**src/rtl/cali_hsv_multi_if.sv**
```systemverilog
// Bus bundle for cali_hsv_multi: pixel stream, calibration
// control and the slot read port.
interface cali_hsv_multi_if #(
    parameter int PIX_W   = 8,
    parameter int COORD_W = 13,
    parameter int SLOTS   = 4
);
    localparam int SLOT_W = (SLOTS > 1) ? $clog2(SLOTS) : 1;

    logic                    pix_valid;
    logic                    sof;
    logic [PIX_W-1:0]        raw_R;
    logic [PIX_W-1:0]        raw_G;
    logic [PIX_W-1:0]        raw_B;
    logic [COORD_W-1:0]      row;
    logic [COORD_W-1:0]      col;
    logic [COORD_W-1:0]      c_row;
    logic [COORD_W-1:0]      c_col;
    logic                    start;
    logic [SLOT_W-1:0]       slot_sel;
    logic                    busy;
    logic                    done;
    logic [SLOT_W-1:0]       rd_slot;
    logic                    rd_rgb;
    logic signed [PIX_W+2:0] H_out;
    logic [PIX_W-1:0]        S_out;
    logic [PIX_W-1:0]        V_out;

    modport master (
        output pix_valid, sof, raw_R, raw_G, raw_B,
        output row, col, c_row, c_col,
        output start, slot_sel, rd_slot, rd_rgb,
        input  busy, done, H_out, S_out, V_out
    );

    modport slave (
        input  pix_valid, sof, raw_R, raw_G, raw_B,
        input  row, col, c_row, c_col,
        input  start, slot_sel, rd_slot, rd_rgb,
        output busy, done, H_out, S_out, V_out
    );
endinterface

```
**src/rtl/cali_hsv_multi.sv**
```systemverilog
// Windowed colour averager producing per-slot H/S/V calibration values.
// Define CALI_RGB_OUT_EN to also keep the averaged R/G/B in every slot.
module cali_hsv_multi #(
    parameter int PIX_W    = 8,
    parameter int COORD_W  = 13,
    parameter int WIN_LOG2 = 3,
    parameter int SLOTS    = 4
) (
    input logic             clk,
    input logic             reset,
    cali_hsv_multi_if.slave cal
);
    localparam int SLOT_W = (SLOTS > 1) ? $clog2(SLOTS) : 1;
    localparam int ACC_W  = PIX_W + 2 * WIN_LOG2;
    localparam int CNT_W  = 2 * WIN_LOG2 + 1;
    localparam int H_W    = PIX_W + 3;
    localparam logic [CNT_W-1:0] N_SAMP =
        CNT_W'(1 << (2 * WIN_LOG2));
    localparam logic [COORD_W:0] WIN_M1 =
        (COORD_W + 1)'((1 << WIN_LOG2) - 1);

    typedef enum logic [2:0] {
        IDLE, ACCUM, AVG, MAXMIN, HSV, DONE
    } state_t;

    state_t            state;
    logic [SLOT_W-1:0] slot_q;
    logic [ACC_W-1:0]  acc_r, acc_g, acc_b;
    logic [CNT_W-1:0]  cnt;
    logic [PIX_W-1:0]  avg_r, avg_g, avg_b;
    logic [PIX_W-1:0]  mx, mn;
    logic              busy, done;

    logic [H_W-1:0]    h_mem [SLOTS];
    logic [PIX_W-1:0]  s_mem [SLOTS];
    logic [PIX_W-1:0]  v_mem [SLOTS];
`ifdef CALI_RGB_OUT_EN
    logic [PIX_W-1:0]  r_mem [SLOTS];
    logic [PIX_W-1:0]  g_mem [SLOTS];
    logic [PIX_W-1:0]  b_mem [SLOTS];
`endif

    // Extra top bit keeps c+WIN-1 from wrapping back into range.
    logic [COORD_W:0] row_x, col_x, crow_x, ccol_x;
    logic             in_win;

    assign row_x  = {1'b0, cal.row};
    assign col_x  = {1'b0, cal.col};
    assign crow_x = {1'b0, cal.c_row};
    assign ccol_x = {1'b0, cal.c_col};

    assign in_win = cal.pix_valid
                 && row_x >= crow_x
                 && row_x <= crow_x + WIN_M1
                 && col_x >= ccol_x
                 && col_x <= ccol_x + WIN_M1;

    logic [ACC_W-1:0] nxt_r, nxt_g, nxt_b;
    logic [CNT_W-1:0] nxt_cnt;

    always_comb begin
        nxt_r   = cal.sof ? '0 : acc_r;
        nxt_g   = cal.sof ? '0 : acc_g;
        nxt_b   = cal.sof ? '0 : acc_b;
        nxt_cnt = cal.sof ? '0 : cnt;
        if (in_win) begin
            nxt_r   = nxt_r + ACC_W'(cal.raw_R);
            nxt_g   = nxt_g + ACC_W'(cal.raw_G);
            nxt_b   = nxt_b + ACC_W'(cal.raw_B);
            nxt_cnt = nxt_cnt + CNT_W'(1);
        end
    end

    logic [PIX_W-1:0] mx_c, mn_c;

    always_comb begin
        mx_c = avg_r;
        mn_c = avg_r;
        if (avg_g > mx_c) mx_c = avg_g;
        if (avg_b > mx_c) mx_c = avg_b;
        if (avg_g < mn_c) mn_c = avg_g;
        if (avg_b < mn_c) mn_c = avg_b;
    end

    logic [PIX_W-1:0] diff;
    logic [H_W-1:0]   er, eg, eb, ed, h_val;

    assign diff = mx - mn;
    assign er   = H_W'(avg_r);
    assign eg   = H_W'(avg_g);
    assign eb   = H_W'(avg_b);
    assign ed   = H_W'(diff);

    // Two's-complement wrap in H_W bits gives the signed hue.
    always_comb begin
        if (avg_r == mx)
            h_val = eg - eb;
        else if (avg_g == mx)
            h_val = eb - er + (ed << 1);
        else
            h_val = er - eg + (ed << 2);
    end

    logic wr_ok;
    assign wr_ok = int'(slot_q) < SLOTS;

    always_ff @(posedge clk) begin
        if (reset) begin
            state  <= IDLE;
            slot_q <= '0;
            acc_r  <= '0;
            acc_g  <= '0;
            acc_b  <= '0;
            cnt    <= '0;
            avg_r  <= '0;
            avg_g  <= '0;
            avg_b  <= '0;
            mx     <= '0;
            mn     <= '0;
            busy   <= 1'b0;
            done   <= 1'b0;
            for (int i = 0; i < SLOTS; i++) begin
                h_mem[i] <= '0;
                s_mem[i] <= '0;
                v_mem[i] <= '0;
`ifdef CALI_RGB_OUT_EN
                r_mem[i] <= '0;
                g_mem[i] <= '0;
                b_mem[i] <= '0;
`endif
            end
        end else begin
            done <= 1'b0;
            unique case (state)
                IDLE: begin
                    if (cal.start) begin
                        slot_q <= cal.slot_sel;
                        acc_r  <= '0;
                        acc_g  <= '0;
                        acc_b  <= '0;
                        cnt    <= '0;
                        busy   <= 1'b1;
                        state  <= ACCUM;
                    end
                end
                ACCUM: begin
                    if (!cal.start) begin
                        busy  <= 1'b0;
                        state <= IDLE;
                    end else begin
                        acc_r <= nxt_r;
                        acc_g <= nxt_g;
                        acc_b <= nxt_b;
                        cnt   <= nxt_cnt;
                        if (nxt_cnt == N_SAMP) state <= AVG;
                    end
                end
                AVG: begin
                    if (!cal.start) begin
                        busy  <= 1'b0;
                        state <= IDLE;
                    end else begin
                        avg_r <= acc_r[ACC_W-1 -: PIX_W];
                        avg_g <= acc_g[ACC_W-1 -: PIX_W];
                        avg_b <= acc_b[ACC_W-1 -: PIX_W];
                        state <= MAXMIN;
                    end
                end
                MAXMIN: begin
                    if (!cal.start) begin
                        busy  <= 1'b0;
                        state <= IDLE;
                    end else begin
                        mx    <= mx_c;
                        mn    <= mn_c;
                        state <= HSV;
                    end
                end
                HSV: begin
                    if (!cal.start) begin
                        busy  <= 1'b0;
                        state <= IDLE;
                    end else begin
                        if (wr_ok) begin
                            h_mem[slot_q] <= h_val;
                            s_mem[slot_q] <= diff;
                            v_mem[slot_q] <= mx;
`ifdef CALI_RGB_OUT_EN
                            r_mem[slot_q] <= avg_r;
                            g_mem[slot_q] <= avg_g;
                            b_mem[slot_q] <= avg_b;
`endif
                        end
                        done  <= 1'b1;
                        state <= DONE;
                    end
                end
                DONE: begin
                    if (!cal.start) begin
                        busy  <= 1'b0;
                        state <= IDLE;
                    end
                end
                default: begin
                    busy  <= 1'b0;
                    state <= IDLE;
                end
            endcase
        end
    end

    assign cal.busy = busy;
    assign cal.done = done;

    logic rd_ok;
    assign rd_ok = int'(cal.rd_slot) < SLOTS;

`ifndef CALI_RGB_OUT_EN
    logic unused_rd_rgb;
    assign unused_rd_rgb = cal.rd_rgb;
`endif

    always_comb begin
        cal.H_out = '0;
        cal.S_out = '0;
        cal.V_out = '0;
        if (rd_ok) begin
            cal.H_out = h_mem[cal.rd_slot];
            cal.S_out = s_mem[cal.rd_slot];
            cal.V_out = v_mem[cal.rd_slot];
`ifdef CALI_RGB_OUT_EN
            if (cal.rd_rgb) begin
                cal.H_out = H_W'(r_mem[cal.rd_slot]);
                cal.S_out = g_mem[cal.rd_slot];
                cal.V_out = b_mem[cal.rd_slot];
            end
`endif
        end
    end
endmodule
```
**src/flat_wrapper.sv**
```systemverilog
// flat-port wrapper written by rule: the top's interface ports become plain ports
module cali_hsv_multi_flat 
#(
    parameter int PIX_W    = 8,
    parameter int COORD_W  = 13,
    parameter int WIN_LOG2 = 3,
    parameter int SLOTS    = 4
)
  (clk, reset, cal_pix_valid, cal_sof, cal_raw_R, cal_raw_G, cal_raw_B, cal_row, cal_col, cal_c_row, cal_c_col, cal_start, cal_slot_sel, cal_rd_slot, cal_rd_rgb, cal_busy, cal_done, cal_H_out, cal_S_out, cal_V_out);
  cali_hsv_multi_if #(.PIX_W(PIX_W), .COORD_W(COORD_W), .SLOTS(SLOTS)) cal_i ();
  input logic clk;
  input logic reset;
  input wire logic [$bits(cal_i.pix_valid)-1:0] cal_pix_valid;
  input wire logic [$bits(cal_i.sof)-1:0] cal_sof;
  input wire logic [$bits(cal_i.raw_R)-1:0] cal_raw_R;
  input wire logic [$bits(cal_i.raw_G)-1:0] cal_raw_G;
  input wire logic [$bits(cal_i.raw_B)-1:0] cal_raw_B;
  input wire logic [$bits(cal_i.row)-1:0] cal_row;
  input wire logic [$bits(cal_i.col)-1:0] cal_col;
  input wire logic [$bits(cal_i.c_row)-1:0] cal_c_row;
  input wire logic [$bits(cal_i.c_col)-1:0] cal_c_col;
  input wire logic [$bits(cal_i.start)-1:0] cal_start;
  input wire logic [$bits(cal_i.slot_sel)-1:0] cal_slot_sel;
  input wire logic [$bits(cal_i.rd_slot)-1:0] cal_rd_slot;
  input wire logic [$bits(cal_i.rd_rgb)-1:0] cal_rd_rgb;
  output wire logic [$bits(cal_i.busy)-1:0] cal_busy;
  output wire logic [$bits(cal_i.done)-1:0] cal_done;
  output wire logic [$bits(cal_i.H_out)-1:0] cal_H_out;
  output wire logic [$bits(cal_i.S_out)-1:0] cal_S_out;
  output wire logic [$bits(cal_i.V_out)-1:0] cal_V_out;
  assign cal_i.pix_valid = cal_pix_valid;
  assign cal_i.sof = cal_sof;
  assign cal_i.raw_R = cal_raw_R;
  assign cal_i.raw_G = cal_raw_G;
  assign cal_i.raw_B = cal_raw_B;
  assign cal_i.row = cal_row;
  assign cal_i.col = cal_col;
  assign cal_i.c_row = cal_c_row;
  assign cal_i.c_col = cal_c_col;
  assign cal_i.start = cal_start;
  assign cal_i.slot_sel = cal_slot_sel;
  assign cal_i.rd_slot = cal_rd_slot;
  assign cal_i.rd_rgb = cal_rd_rgb;
  assign cal_busy = cal_i.busy;
  assign cal_done = cal_i.done;
  assign cal_H_out = cal_i.H_out;
  assign cal_S_out = cal_i.S_out;
  assign cal_V_out = cal_i.V_out;
  cali_hsv_multi #(.PIX_W(PIX_W), .COORD_W(COORD_W), .WIN_LOG2(WIN_LOG2), .SLOTS(SLOTS)) u_core (.clk(clk), .reset(reset), .cal(cal_i));
endmodule
```
**config.mk**
```make
export PLATFORM = sky130hd
export DESIGN_NAME = cali_hsv_multi_flat
export DESIGN_NICKNAME = d
export VERILOG_FILES = /design/src/rtl/cali_hsv_multi_if.sv /design/src/rtl/cali_hsv_multi.sv /design/src/flat_wrapper.sv
export SDC_FILE = /design/constraint.sdc
export NUM_CORES = 1
export LEC_CHECK = 0
export ABC_AREA = 1
export CELL_PAD_IN_SITES_DETAIL_PLACEMENT = 2
export CELL_PAD_IN_SITES_GLOBAL_PLACEMENT = 2
export CORE_MARGIN = 2
export CORE_UTILIZATION = 36
export CTS_BUF_LIST = sky130_fd_sc_hd__clkbuf_8
export CTS_CLUSTER_DIAMETER = 30
export CTS_CLUSTER_SIZE = 10
export DETAILED_ROUTE_END_ITERATION = 8
export PLACE_DENSITY = 0.87
export SLEW_MARGIN = 30
export SYNTH_ARGS = -nofsm -noshare
export SYNTH_HDL_FRONTEND = slang
export SYNTH_SLANG_ARGS = --single-unit
```
**constraint.sdc**
```tcl
create_clock -name clk -period 4 [get_ports clk]
set_input_delay 0.8 -clock clk [delete_from_list [all_inputs] [get_ports clk]]
set_output_delay 0.8 -clock clk [all_outputs]
set_load 0.01 [all_outputs]
```
# After elaboration in Yosys (flattened, before gate mapping)
# Memory sizes are Yosys's and may differ from the RTL's.
# Index checks and enable logic that the tools add are counted.
# W data, S select, Z words.
[word_totals]
reg_bits = 96
latch_bits = 0
mem_bits_rw = 108
rom_bits = 0
output_inout_bits = 29
n_memories = 3
[mem_list]
columns = ["name", "depth", "word_bits", "rd", "rd_clocked_by_memory_dff", "write_ports", "line_no", "text"]
rows = [
  ["u_core.h_mem", 4, 11, 1, 0, 4, "cali_hsv_multi.sv:34", "logic [H_W-1:0] h_mem [SLOTS];"],
  ["u_core.s_mem", 4, 8, 1, 0, 4, "cali_hsv_multi.sv:35", "logic [PIX_W-1:0] s_mem [SLOTS];"],
  ["u_core.v_mem", 4, 8, 1, 0, 4, "cali_hsv_multi.sv:36", "logic [PIX_W-1:0] v_mem [SLOTS];"],
]
[classes]
n_addsub = 12
mul = 0
div_mod_pow = 0
magnitude_cmp = 8
eq_ne = 13
shifts = 0
mux = 50
n_bitwise = 0
n_reduce_logical = 16
[op_table]
columns = ["cell", "count"]
rows = [
  ["$mux W14", 10],
  ["$pmux W14 S2", 3],
  ["$mux W8", 6],
  ["$add A14 B8 Y14", 3],
  ["$mux W11", 3],
  ["$add A13 B3 Y14 const B", 2],
  ["$le A13 B14 Y1", 2],
  ["$mux W7", 4],
  ["$sub A8 B8 Y9", 3],
  ["$ge A13 B13 Y1", 2],
  ["$mux W3", 6],
  ["$pmux W3 S6", 1],
  ["$eq A8 B8 Y1", 2],
  ["$gt A8 B8 Y1", 2],
  ["$lt A8 B8 Y1", 2],
  ["$reduce_or A8 Y1", 2],
  ["$pmux W7 S2", 1],
  ["$add A11 B10 Y11", 1],
  ["$add A11 B9 Y11", 1],
  ["$mux W1", 11],
  ["$reduce_or A11 Y1", 1],
  ["$mux W2", 4],
  ["$ne A2 B2 Y1 const B", 4],
  ["$reduce_and A2 Y1", 4],
  ["13 further kinds", 19],
]

# Logic depth before layout (Yosys ltp)
# Gate-level depths: netlist of run 1.
[logic_depth]
ltp_word = 10
mapped_depth = 30
mapped_depth_nobuf = 29

# Worst setup path before layout of run 1
# Ideal clock, no wire load.
[synth_timing]
path_kind = "input -> register"
from = "in cal_c_row[0]"
to = "reg u_core.state[0]"
setup_time_ns = 0.109
t_arrival_ns = 3.565
setup_slack_ns = 0.327
path_stages = 27
path_cell_list = "inv_1 > ha_1 > a21oi_1 > nand3_1 > nor3_1 > nand4_1 > xor2_1 > ha_1 > nand3_1 > inv_1 > a21oi_1 > nand2_1 > nand2_1 > nor2_1 > nor2_4 > nand2_4 > buf_6 > nand2_1 > nand2_1 > inv_1 > nand2_1 > nor2_1 > nand2_1 > nand2_1 > nand3_1 > nand2_1 > inv_1"
[synth_via]
elab_chain_cells = 9
[synth_rtl]
columns = ["element", "line_no", "text"]
rows = [
  ["start, declared", "flat_wrapper.sv:20", "input wire logic [$bits(cal_i.c_row)-1:0] cal_c_row;"],
  ["$add A13 B3 Y14 or $ge A13 B13 Y1 (tied branches)", "cali_hsv_multi.sv:54, cali_hsv_multi.sv:53", ""],
  ["$le A13 B14 Y1 or $logic_and A1 B1 Y1 (tied branches)", "cali_hsv_multi.sv:54, cali_hsv_multi.sv:53", ""],
  ["$logic_and A1 B1 Y1 (*)", "cali_hsv_multi.sv:54", "&& row_x <= crow_x + WIN_M1"],
  ["$logic_and A1 B1 Y1 (*)", "cali_hsv_multi.sv:55", "&& col_x >= ccol_x"],
  ["$logic_and A1 B1 Y1 (*)", "cali_hsv_multi.sv:56", "&& col_x <= ccol_x + WIN_M1;"],
  ["$mux W7 (*)", "cali_hsv_multi.sv:66", "if (in_win) begin"],
  ["$eq A7 B7 Y1 (*)", "cali_hsv_multi.sv:155", "if (nxt_cnt == N_SAMP) state <= AVG;"],
  ["$ne A3 B2 Y1 (no source line) (*)", "--", ""],
  ["$reduce_and A3 Y1 (no source line) (*)", "--", ""],
  ["end signal, assigned", "cali_hsv_multi.sv:155", ""],
  ["end signal, assigned", "cali_hsv_multi.sv:161", "state <= IDLE;"],
  ["end signal, assigned", "cali_hsv_multi.sv:166", "state <= MAXMIN;"],
  ["end, declared", "cali_hsv_multi.sv:26", "state_t state;"],
]
# Every way passes the cells marked *; elsewhere a longest branch is shown, timed or not.
# A chain may end at the register's enable or synchronous reset.

# Worst setup path after layout of run 1
[layout_timing]
from = "in cal_c_col[0]"
to = "reg u_core.acc_b[11]"
[layout_via]
elab_chain_cells = 6
[layout_rtl]
columns = ["element", "line_no", "text"]
rows = [
  ["start, declared", "flat_wrapper.sv:21", "input wire logic [$bits(cal_i.c_col)-1:0] cal_c_col;"],
  ["$add A13 B3 Y14 or $ge A13 B13 Y1 (tied branches)", "cali_hsv_multi.sv:56, cali_hsv_multi.sv:55", ""],
  ["$le A13 B14 Y1 or $logic_and A1 B1 Y1 (tied branches)", "cali_hsv_multi.sv:56, cali_hsv_multi.sv:55", ""],
  ["$logic_and A1 B1 Y1 (*)", "cali_hsv_multi.sv:56", ""],
  ["$mux W14 (*)", "cali_hsv_multi.sv:66", ""],
  ["$mux W14 (*)", "cali_hsv_multi.sv:147", "if (!cal.start) begin"],
  ["$pmux W14 S2 (*)", "cali_hsv_multi.sv:134", "unique case (state)"],
  ["end signal, assigned", "cali_hsv_multi.sv:153", "acc_b <= nxt_b;"],
  ["end, declared", "cali_hsv_multi.sv:28", "logic [ACC_W-1:0] acc_r, acc_g, acc_b;"],
]
# Every way passes the cells marked *; elsewhere a longest branch is shown, timed or not. The select of a mux whose other input is x is not followed.

==> summary.md, run 1 <==
| Metric | Value |
|---|---|
| Status | finished, violations left |
| Failing checks | capacitance limit, slew limit, setup timing |
| Post-DP HPWL | 44500 um |
| Startpoint class of the critical path | input pin |
| Max cap viols | 1 |
| Synth-to-Final Area Change | 32.7% |
| Hold Crit Endpoint | u_core.acc_b[5] |
| Initial Utilization | 36.4% |
| Crit path time final | 5.89 ns |
| Fin crit share | 147% |
| Clock sink count | 204 |
| Root buffer cell | clkbuf_8 |
| CP bufs+invs | 6 |
| Hold-critical path depth | 2 |
| Cell mode on critical path | buf_4 |
| Layout net count | 2489 |
| Routability Congestion | 0.939 |
| Die ar. | 42700 um^2 |
| # rows | 74 |
| FF+latch area | 5180 um^2 |
| Synth Instances | 2011 |
| Clk_lat worst skew | 0.78 ns |
| DRC Markers | 0 |
| Worst reg2reg path depth | 17 |
| Crit path max-delay cell type | nor4_1 |
| Syn avg cell area | 7.35 um^2 |
| Pre-CTS setup slack | -0.885 ns |
| Mapped Nets | 2248 |
| Vias | 19900 |
| Multi-input logic area | 9040 um^2 |
| Max VDD drop | 0.000244 V |
| Static leakage | 0.00840 uW |
| EDFF count, synth | 108 |
| Yosys top cell area share | 21.9% |
| Max Fclk | 0.170 GHz |
| Yosys top cell by area | edfxtp_1 |
| Synth Register Bits | 204 |
| PwrDens | 495 nW/um^2 |
| Slew Viols, Final | 2 |
| Vias/cell | 6.98 |
| Final Skew | 0.0878 ns |
| Worst min path class | register to register |
| Fin area | 19600 um^2 |
| Final hold violations | 0 |
| Max-slew headroom | -30.5% |
| Core Area | 40600 um^2 |
| Reg-to-Reg End | u_core.mn[7] |
| Clk slew on worst S/H paths | 0.07 ns |
| Gr ovfl total | 0 |
| WS Path Type | input pin to register |
| Worst Hold Launch | u_core.acc_b[5] |
| 1st-iter DRT viols | 2700 |
| CP Cell Sequence | dlygate4sd2_1 -> inv_1 -> ha_4 -> a21oi_4 -> nand3_2 -> buf_4 -> buf_4 -> buf_4 -> xor2_1 -> ha_1 -> nand2_1 -> nor4_1 -> nand3_1 -> nand2_4 -> nand2_8 -> buf_12 -> nor3_4 -> nand2_2 -> a21oi_2 -> o21ai_1 -> a21oi_2 |
| RSZ-0062 raised after global routing | true |
| Register area share after synthesis | 34.9% |
| Critical path launch point | cal_c_col[0] |
| Unique masters post-synth | 50 |
| Max stage delay on crit path | 1.55 ns |
| Number of CTS-inserted buffers | 57 |
| Ports | 115 |
| CTS tree | done |
| Async set-reset flop share out of synthesis | 0% |
| Post-DP Area | 17200 um^2 |
| CTS H-Tree Depth | 2 |
| Ys flop type | edfxtp_1 |
| Die width | 207 um |
| Vias in the first global route | 19800 |
| Die height | 207 um |
| Placed insts | 2697 |
| Final Setup Violations | 101 |
| Worst-path fanout max | 7 |
| Critical path depth | 21 |
| Worst reg-to-reg setup slack | -1.10 ns |
| I/O Buffers | 113 |
| Share of cells above drive strength 1 | 18.3% |
| Layout Cells excl Fill | 2856 |
| Worst path top cell family by delay | simple AND/OR/NAND/NOR gates |
| Nature of the critical path endpoint | register |
| Final setup margin | -1.89 ns |
| Worst hold margin | 0.468 ns |
| Netlist area before placement | 14800 um^2 |
| Critical path data required time | 4.62 ns |
| First-pass GRT wire length | 130000 um |
| Fill count | 4494 |
| Antenna violations before repair | 22 |
| Tightest Pin Transition | 1.94 ns |
| Final WL | 117000 um |
| Post-route ant nets | 0 |
| Gr usage total | 41.3% |
| WL per Instance | 41.1 um |
| Critical Path AT | 6.50 ns |
| Largest net degree at the start of global routing | 68 |
| Clock buffer depth | 3 |
| DRT Pass-1 Iters | 8 |
| Reg2Reg Launch Point | u_core.avg_g[5] |
| Top cells by area, synth | edfxtp_1 (22%), dfxtp_1 (13%), ha_1 (12%) |
| Final core occ | 48.3% |
| Yosys warns | 0 |
per-layer routing:
metal	vias to the layer above	share of wire (%)	GRT usage (%)
met5	-	0.51	0
met4	40	13	33.4
met3	1161	13	10.4
met2	2015	43	72.4
met1	9517	31	41.6
li1	7189	-	-
final cells by class:
class	instances	share of cell area [%]
Sequential cell	204	26.4
Inverter	268	5.16
Clock inverter	36	2.19
Clock buffer	71	4.98
Timing Repair Buffer	250	11.5
Tap cell	532	3.39
Multi-Input combinational cell	1471	46.1
Antenna cell	24	0.306
worst max path at each step:
stage	endpoint
2_1_floorplan	u_core.state[0]
3_3_place_gp	u_core.state[0]
3_5_place_dp	u_core.state[0]
4_1_cts	u_core.acc_b[11]
5_1_grt	u_core.acc_b[11]
6_report	u_core.acc_b[11]
layout by cell type, fill, tap and decap left out, types with 18 or more instances in the layout:
cell / synthesis / final
inv_1: 256 / 241
nand2_2: 5 / 30
inv_2: 7 / 25
nand3_1: 98 / 89
a21oi_1: 173 / 153
edfxtp_1: 108 / 108
a21oi_2: 1 / 18
nand4_1: 18 / 18
o22ai_1: 28 / 28
o211ai_1: 32 / 32
buf_4: 0 / 125
dfxtp_1: 96 / 88
diode_2: 0 / 24
clkdlybuf4s50_1: 0 / 100
xnor2_1: 25 / 23
ha_1: 142 / 123
xor2_1: 48 / 39
nand2_1: 405 / 380
o21ai_0: 142 / 126
clkbuf_8: 0 / 71
nor2_1: 274 / 259
worst register-to-register path, delay by kind of cell, from the launching register on:
kind | cells | cell delay [ns]
buf+inv | 2 | 0.46
fa+ha+maj | 2 | 0.79
simple gates | 9 | 1.92
compound gates | 4 | 1.31
flops | 1 | 0.49
per-stage QoR:
step / power (uW) / setup TNS (ns)
after floorplan: 3700 / 0
after global placement: 4370 / -21.60
after detailed placement: 4550 / -36.03
after CTS: 8410 / 0
after global routing: 9750 / -95.49
final: 9720 / -88.31
registers in the layout (all words and copies together) (netlist names):
name / flops
u_core.acc_g: 14
u_core.s_mem: 32
u_core.cal.busy: 1
u_core.avg_g: 8
u_core.acc_b: 14
u_core.slot_q: 2
u_core.h_mem: 44
u_core.acc_r: 14
u_core.mx: 8
u_core.state: 3
u_core.mn: 8
u_core.cal.done: 1
u_core.cnt: 7
u_core.v_mem: 32
u_core.avg_b: 8
u_core.avg_r: 8
where the power goes:
part,leakage (uW),internal (uW),switching (uW)
Sequential,0.00190,2260,85.3
Clock,0.000715,2210,1760
Combinational,0.00579,998,2410
cells by family after synthesis:
kind of cell | Yosys count | synth area share (%)
AND/OR/NAND/NOR | 844 | 23.9
AO/OA/AOI/OAI | 403 | 14.8
buffers and inverters | 336 | 8.73
flip-flops | 204 | 34.9
adder cells (fa/ha/maj) | 151 | 13.2
XOR/XNOR | 73 | 4.32
cells in the mapped netlist (all sizes together), types with 5 or more instances:
cell,number
nor2,280
clkinv,5
nor3,18
o211ai,32
clkbuf,57
o21ai,148
nand2,414
o22ai,28
nand3,100
dfxtp,96
ha,142
fa,9
a21oi,174
inv,263
xor2,48
edfxtp,108
nand4,18
buf,11
or2,5
xnor2,25
timing repair:
| action | 4_1_cts | 5_1_grt |
|---|---|---|
| setup endpoints to repair | 62 | 85 |
| buffers inserted | 10 | 17 |
| hold buffers | 0 | 0 |
| resized for setup | 60 | 154 |
| pin swaps | 20 | 46 |
No activity file was read; power rests on OpenSTA's default activity.
==> run 2: changes to the inputs <==
--- a/config.mk
+++ b/config.mk
@@ -6,6 +6,7 @@
 export NUM_CORES = 1
 export LEC_CHECK = 0
 export ABC_AREA = 1
+export CAP_MARGIN = 20
 export CELL_PAD_IN_SITES_DETAIL_PLACEMENT = 2
 export CELL_PAD_IN_SITES_GLOBAL_PLACEMENT = 2
 export CORE_MARGIN = 2
==> results of run 2 <==
The final DEF is identical to that of run 1; final timing and power are the same.
